===== src/rtl/serial_to_parallel_converter_pkg.sv =====
// ---------------------------------------------------------------------------
// serial_to_parallel_converter_pkg
//   Shared definitions for the serial converters (transmit and receive side).
//   shift_direction_t selects the bit order of a serial word:
//     MSB_FIRST : first bit on the wire is bit N-1 of the word
//     LSB_FIRST : first bit on the wire is bit 0 of the word
// ---------------------------------------------------------------------------
package serial_to_parallel_converter_pkg;

    typedef enum logic [0:0] {
        MSB_FIRST = 1'b0,
        LSB_FIRST = 1'b1
    } shift_direction_t;

endpackage


===== src/rtl/serial_to_parallel_converter_bit_counter.sv =====
// ---------------------------------------------------------------------------
// serial_to_parallel_converter_bit_counter
//   Mod-N bit counter with enable, synchronous clear and a terminal-count
//   pulse. Reusable for bit sequencing on either side of a serial link.
//
//   Ports:
//     clk    in   system clock
//     rst    in   synchronous active-high reset
//     clear  in   synchronous clear to zero (lower priority than rst)
//     en     in   advance the count this cycle
//     count  out  current count, 0..N-1 (registered)
//     tc     out  en is high while count == N-1 (the count wraps to 0 on
//                 this edge)
// ---------------------------------------------------------------------------
module serial_to_parallel_converter_bit_counter
    import serial_to_parallel_converter_pkg::*;
#(
    parameter int N = 4,
    localparam int CW = $clog2(N + 1)
) (
    input  logic          clk,
    input  logic          rst,
    input  logic          clear,
    input  logic          en,
    output logic [CW-1:0] count,
    output logic          tc
);

    logic [CW-1:0] count_r;
    logic          last_s;

    // Terminal-count decode.
    always_comb begin
        last_s = (count_r == CW'(N - 1));
        tc     = en & last_s;
    end

    // Count register: wraps to zero after N-1.
    always_ff @(posedge clk) begin
        if (rst) begin
            count_r <= CW'(0);
        end else if (clear) begin
            count_r <= CW'(0);
        end else if (en) begin
            if (last_s) begin
                count_r <= CW'(0);
            end else begin
                count_r <= count_r + CW'(1);
            end
        end else begin
            count_r <= count_r;
        end
    end

    assign count = count_r;

endmodule


===== src/rtl/serial_to_parallel_converter.sv =====
// ---------------------------------------------------------------------------
// serial_to_parallel_converter
//   Collects a serial bit stream into N-bit words (MSB_FIRST or LSB_FIRST)
//   and presents each completed word on a valid/ready port. The serial side
//   cannot be stalled: a word completed while the previous one is still
//   pending and not being accepted is dropped and o_overrun is set (sticky).
//
//   Ports:
//     clk        in   system clock, all logic on posedge
//     rst        in   synchronous active-high reset
//     i_valid    in   i_bit holds a valid serial bit this cycle
//     i_bit      in   serial data bit
//     direction  in   bit order, sampled with the first bit of each word
//     i_clear    in   abort the partial word and clear o_overrun
//     i_ready    in   downstream accepts o_data this cycle
//     o_data     out  assembled word
//     o_valid    out  o_data holds an undelivered word
//     o_overrun  out  sticky: a completed word was dropped
//     o_count    out  bits collected in the current partial word (0..N-1)
// ---------------------------------------------------------------------------
module serial_to_parallel_converter
    import serial_to_parallel_converter_pkg::*;
#(
    parameter int N = 4,
    localparam int CW = $clog2(N + 1)
) (
    input  logic             clk,
    input  logic             rst,
    input  logic             i_valid,
    input  logic             i_bit,
    input  shift_direction_t direction,
    input  logic             i_clear,
    input  logic             i_ready,
    output logic [N-1:0]     o_data,
    output logic             o_valid,
    output logic             o_overrun,
    output logic [CW-1:0]    o_count
);

    logic [N-1:0]     sr_r;
    shift_direction_t dir_r;
    logic [N-1:0]     data_r;
    logic             valid_r;
    logic             overrun_r;

    logic [CW-1:0]    count_s;
    logic             capture_s;
    logic             complete_s;
    logic             first_bit_s;
    shift_direction_t dir_s;
    logic [N-1:0]     next_sr_s;
    logic             transfer_s;
    logic             can_load_s;

    // Shift one bit into the word in the selected order.
    function automatic logic [N-1:0] shift_in(
        input logic [N-1:0]     sr,
        input logic             b,
        input shift_direction_t d
    );
        case (d)
            MSB_FIRST: return {sr[N-2:0], b};
            LSB_FIRST: return {b, sr[N-1:1]};
            default:   return {sr[N-2:0], b};
        endcase
    endfunction

    serial_to_parallel_converter_bit_counter #(
        .N (N)
    ) u_bit_counter (
        .clk   (clk),
        .rst   (rst),
        .clear (i_clear),
        .en    (capture_s),
        .count (count_s),
        .tc    (complete_s)
    );

    // Capture qualification, bit-order selection and handshake decode.
    // The first bit of a word uses the live direction input; the rest of the
    // word uses the value latched with that first bit.
    always_comb begin
        capture_s   = i_valid & ~i_clear;
        first_bit_s = (count_s == CW'(0));
        if (first_bit_s) begin
            dir_s = direction;
        end else begin
            dir_s = dir_r;
        end
        next_sr_s   = shift_in(sr_r, i_bit, dir_s);
        transfer_s  = valid_r & i_ready;
        // A new word may load if the slot is empty or is being emptied now.
        can_load_s  = ~valid_r | i_ready;
    end

    // Shift register and latched bit order.
    always_ff @(posedge clk) begin
        if (rst) begin
            sr_r  <= {N{1'b0}};
            dir_r <= MSB_FIRST;
        end else if (i_clear) begin
            sr_r  <= {N{1'b0}};
            dir_r <= dir_r;
        end else if (i_valid) begin
            sr_r  <= next_sr_s;
            dir_r <= dir_s;
        end else begin
            sr_r  <= sr_r;
            dir_r <= dir_r;
        end
    end

    // Output word register and valid flag (i_clear leaves a pending word).
    always_ff @(posedge clk) begin
        if (rst) begin
            data_r  <= {N{1'b0}};
            valid_r <= 1'b0;
        end else if (complete_s && can_load_s) begin
            data_r  <= next_sr_s;
            valid_r <= 1'b1;
        end else if (transfer_s) begin
            data_r  <= data_r;
            valid_r <= 1'b0;
        end else begin
            data_r  <= data_r;
            valid_r <= valid_r;
        end
    end

    // Sticky overrun flag: set when a completed word finds the slot blocked.
    always_ff @(posedge clk) begin
        if (rst) begin
            overrun_r <= 1'b0;
        end else if (i_clear) begin
            overrun_r <= 1'b0;
        end else if (complete_s && !can_load_s) begin
            overrun_r <= 1'b1;
        end else begin
            overrun_r <= overrun_r;
        end
    end

    assign o_data    = data_r;
    assign o_valid   = valid_r;
    assign o_overrun = overrun_r;
    assign o_count   = count_s;

endmodule


===== config.mk =====
export PLATFORM = sky130hd
export DESIGN_NAME = serial_to_parallel_converter
export DESIGN_NICKNAME = d
export VERILOG_FILES = /design/src/rtl/serial_to_parallel_converter_pkg.sv /design/src/rtl/serial_to_parallel_converter_bit_counter.sv /design/src/rtl/serial_to_parallel_converter.sv
export SDC_FILE = /design/constraint.sdc
export NUM_CORES = 1
export LEC_CHECK = 0
export ABC_AREA = 1
export BUFFER_PORTS_ARGS = -buffer_cell sky130_fd_sc_hd__clkbuf_2
export CORE_MARGIN = 2
export CORE_UTILIZATION = 52
export DETAILED_ROUTE_END_ITERATION = 6
export GPL_TIMING_DRIVEN = 1
export PLACE_DENSITY = 0.86
export SLEW_MARGIN = 40
export SYNTH_ARGS = -nofsm -noshare
export SYNTH_HDL_FRONTEND = slang
export SYNTH_SLANG_ARGS = --single-unit

===== constraint.sdc =====
create_clock -name clk -period 1.52 [get_ports clk]
set_input_delay 0.304 -clock clk [delete_from_list [all_inputs] [get_ports clk]]
set_output_delay 0.304 -clock clk [all_outputs]
set_load 0.05 [all_outputs]

==> results.cfg <==
[status]
status = finished, final reports clean

[setup_path]
crit_chain = clkbuf_2
path_buf_inv = 1
crit_slowest_cell = dfxtp_1
end_kind = primary output
crit_start = u_bit_counter.count[2]$_SDFFE_PP0P_
cp_slowest_stage_delay_ns = 0.42
start_kind = flop
critPathArrivalTime_ns = 1.01
worstSetupPathType = flop to primary output
path_delay_family = flip-flops
cp_max_fo = 3
critPathRequiredTime_ns = 1.22
r2r_start = u_bit_counter.count[0]$_SDFFE_PP0P_

[power]
ir_worst_vdd_mv = 0.502
power_leakage_nw = 0.489
total_power_mw = 0.740
power_density_mw_per_mm2 = 808

[sta]
max_freq_mhz = 758
hold_viol_final = 0
slew_headroom_pct = 81.6
maxSlewViolCount = 0
finalSetupTns_ns = 0
fin_crit_ns = 1.32
finalWorstSetupSlack_ns = 0.201
period_share_pct = 86.8
finalClockSkew_ns = 0.00738
finalSetupViolCount = 0
rsz0062_at_grt = false
whs_ns = 0.236
tightestPinTransition_ns = 0.276

[cts]
cts-root-buf = clkbuf_4
cts_sinks = 14
clk_pin_slew_ns = 0.08
cts_tree = yes
cts_hold_buf = 0
clk_latency_ns = 0.29
postCtsSetupBuffers = 0
clockBufferDepth = 2
numCtsBuffers = 3
htreeDepth = 1
post_cts_resized = 0

[grt]
grt_max_degree = 10
grt.overflow.total = 0
grtUsageTotal_pct = 18.8
grt_pass1_vias = 608
grt_pass1_wl_um = 2510
antenna_found_initial = 0

[layout]
layout-drive-gt1-share_pct = 26.2
syn_to_final_growth_pct = 16.9
diodes = 0
fillers = 116
nets = 140

[logic_synthesis]
async_flop_share_pct = 0
synth_common_cells = 26 x nand2_1, 23 x inv_1, 18 x nand3_1, 14 x dfxtp_1, 8 x a21oi_1
synth_largest_area_cell = dfxtp_1
synth_area_leaders = dfxtp_1 36%, nand2_1 12%, nand3_1 12%
synth_top_area_share_pct = 35.8
ys_types = 18
synthCells = 111
synth_edf_count = 0
synth_most_common_cell = nand2_1
ys_warn_count = 0
syn_area_um2 = 783
ys.flop_type = dfxtp_1
syn-num-nets = 120
ys_ff_latch = 14
ys_seq_area_share_pct = 35.8
avgSynthCellArea_um2 = 7.06

[routing]
vias = 711
routedWlPerCell_um = 9.57
drtIter0Drc = 14
dr.pass1.iters = 4
routed_via_density = 4.87
ant_nets = 0
wirelength_um = 1400
drc_errors = 0

[floorplanning]
core_area_mm2 = 0.00145
pin_count = 16
die_w_um = 42.8
die_area_mm2 = 0.00183
rows = 14
initial_core_util_pct = 53.9
die_y_um = 42.8

[run]
cap_viol_max_count = 0

[min_path]
hold_class = input port to flop
min_from = rst

[place]
dp_hpwl_um = 1100
place_ws_ns = 0.281
gp_congestion = 0.852
numPortBuffers = 15
==> worst paths after layout <==
| kind | to | slack (ns) | cells after the start |
|---|---|---|---|
| max | o_count[2] | 0.20 | 1 |
| max reg2reg | sr_r[1]$_SDFFE_PP0P_ | 0.29 | 9 |
| min | o_valid$_SDFFE_PP0P_ | 0.24 | 2 |
| min reg2reg | o_overrun$_SDFFE_PP0P_ | 0.48 | 1 |
==> per-stage QoR <==
stage | std cells | util (%) | area (µm²)
5_1_grt | 146 | 63.0 | 916
2_1_floorplan | 111 | - | 785
3_3_place_gp | 142 | 60.5 | 880
3_5_place_dp | 142 | 60.5 | 880
6_report | 146 | 63.0 | 916
4_1_cts | 146 | 63.0 | 916
==> layout by cell type, fill, tap and decap left out <==
master     n
nand2_4    2
o21ai_0    1
nor2_1     2
a21oi_1    8
nand3_1   18
nand3_4    1
o21a_1     1
nand3_2    1
a211oi_1   1
inv_1     23
nand2_1   26
clkbuf_4   3
dfxtp_1   13
o21ai_1    1
inv_2      4
ha_1       2
nor2_4     1
a21oi_2    4
dfxtp_2    1
clkbuf_8   1
nor2_8     1
clkbuf_2  15
==> state kept, by name, summed over array words and instances, names as in the netlist <==
name                 cells
sr_r                     4
dir_r                    1
o_overrun                1
o_valid                  1
o_data                   4
u_bit_counter.count      3
==> worst register-to-register path: stages, from the launching register on <==
cell and delay [ns]:
dfxtp_2 0.33, inv_1 0.08, ha_1 0.20, nand2_1 0.12
nand2_4 0.13, nand2_4 0.07, nand2_1 0.06, nand3_1 0.06
nand2_1 0.06, inv_1 0.03
==> per-layer routing <==
metal,global-route usage (%),wire (µm),vias up
met5,0,0,-
met2,28.5,632,14
met1,22.7,663,309
met4,9.38,28,0
met3,7.66,73,5
li1,-,-,383
==> cell families (layout without fill, tap and decap cells) <==
| family | Yosys count | count (layout) | share of synthesized area (%) |
|---|---|---|---|
| adders and majority gates | 2 | 2 | 3.19 |
| buffers and inverters | 27 | 46 | 12.9 |
| DFF | 14 | 14 | 35.8 |
| and+or+nand+nor | 52 | 52 | 35.3 |
| AOI/OAI and AO/OA | 16 | 16 | 12.8 |
==> cell type report <==
type                            instances  area [µm²]  share of cell area, %
Sequential cell                        14         282                   30.7
Inverter                               27         101                   11.1
Timing Repair Buffer                   15        75.1                   8.20
Clock buffer                            4        36.3                   3.96
Tap cell                               16        20.0                   2.19
Multi-Input combinational cell         70         402                   43.9
==> power by group <==
group / internal, mW / leakage, nW / switching (mW)
logic: 0.0333 / 0.354 / 0.0620
clock network: 0.146 / 0.0210 / 0.120
registers: 0.374 / 0.114 / 0.00511
total: 0.553 / 0.489 / 0.187
Power figures use the tool's default switching activity.
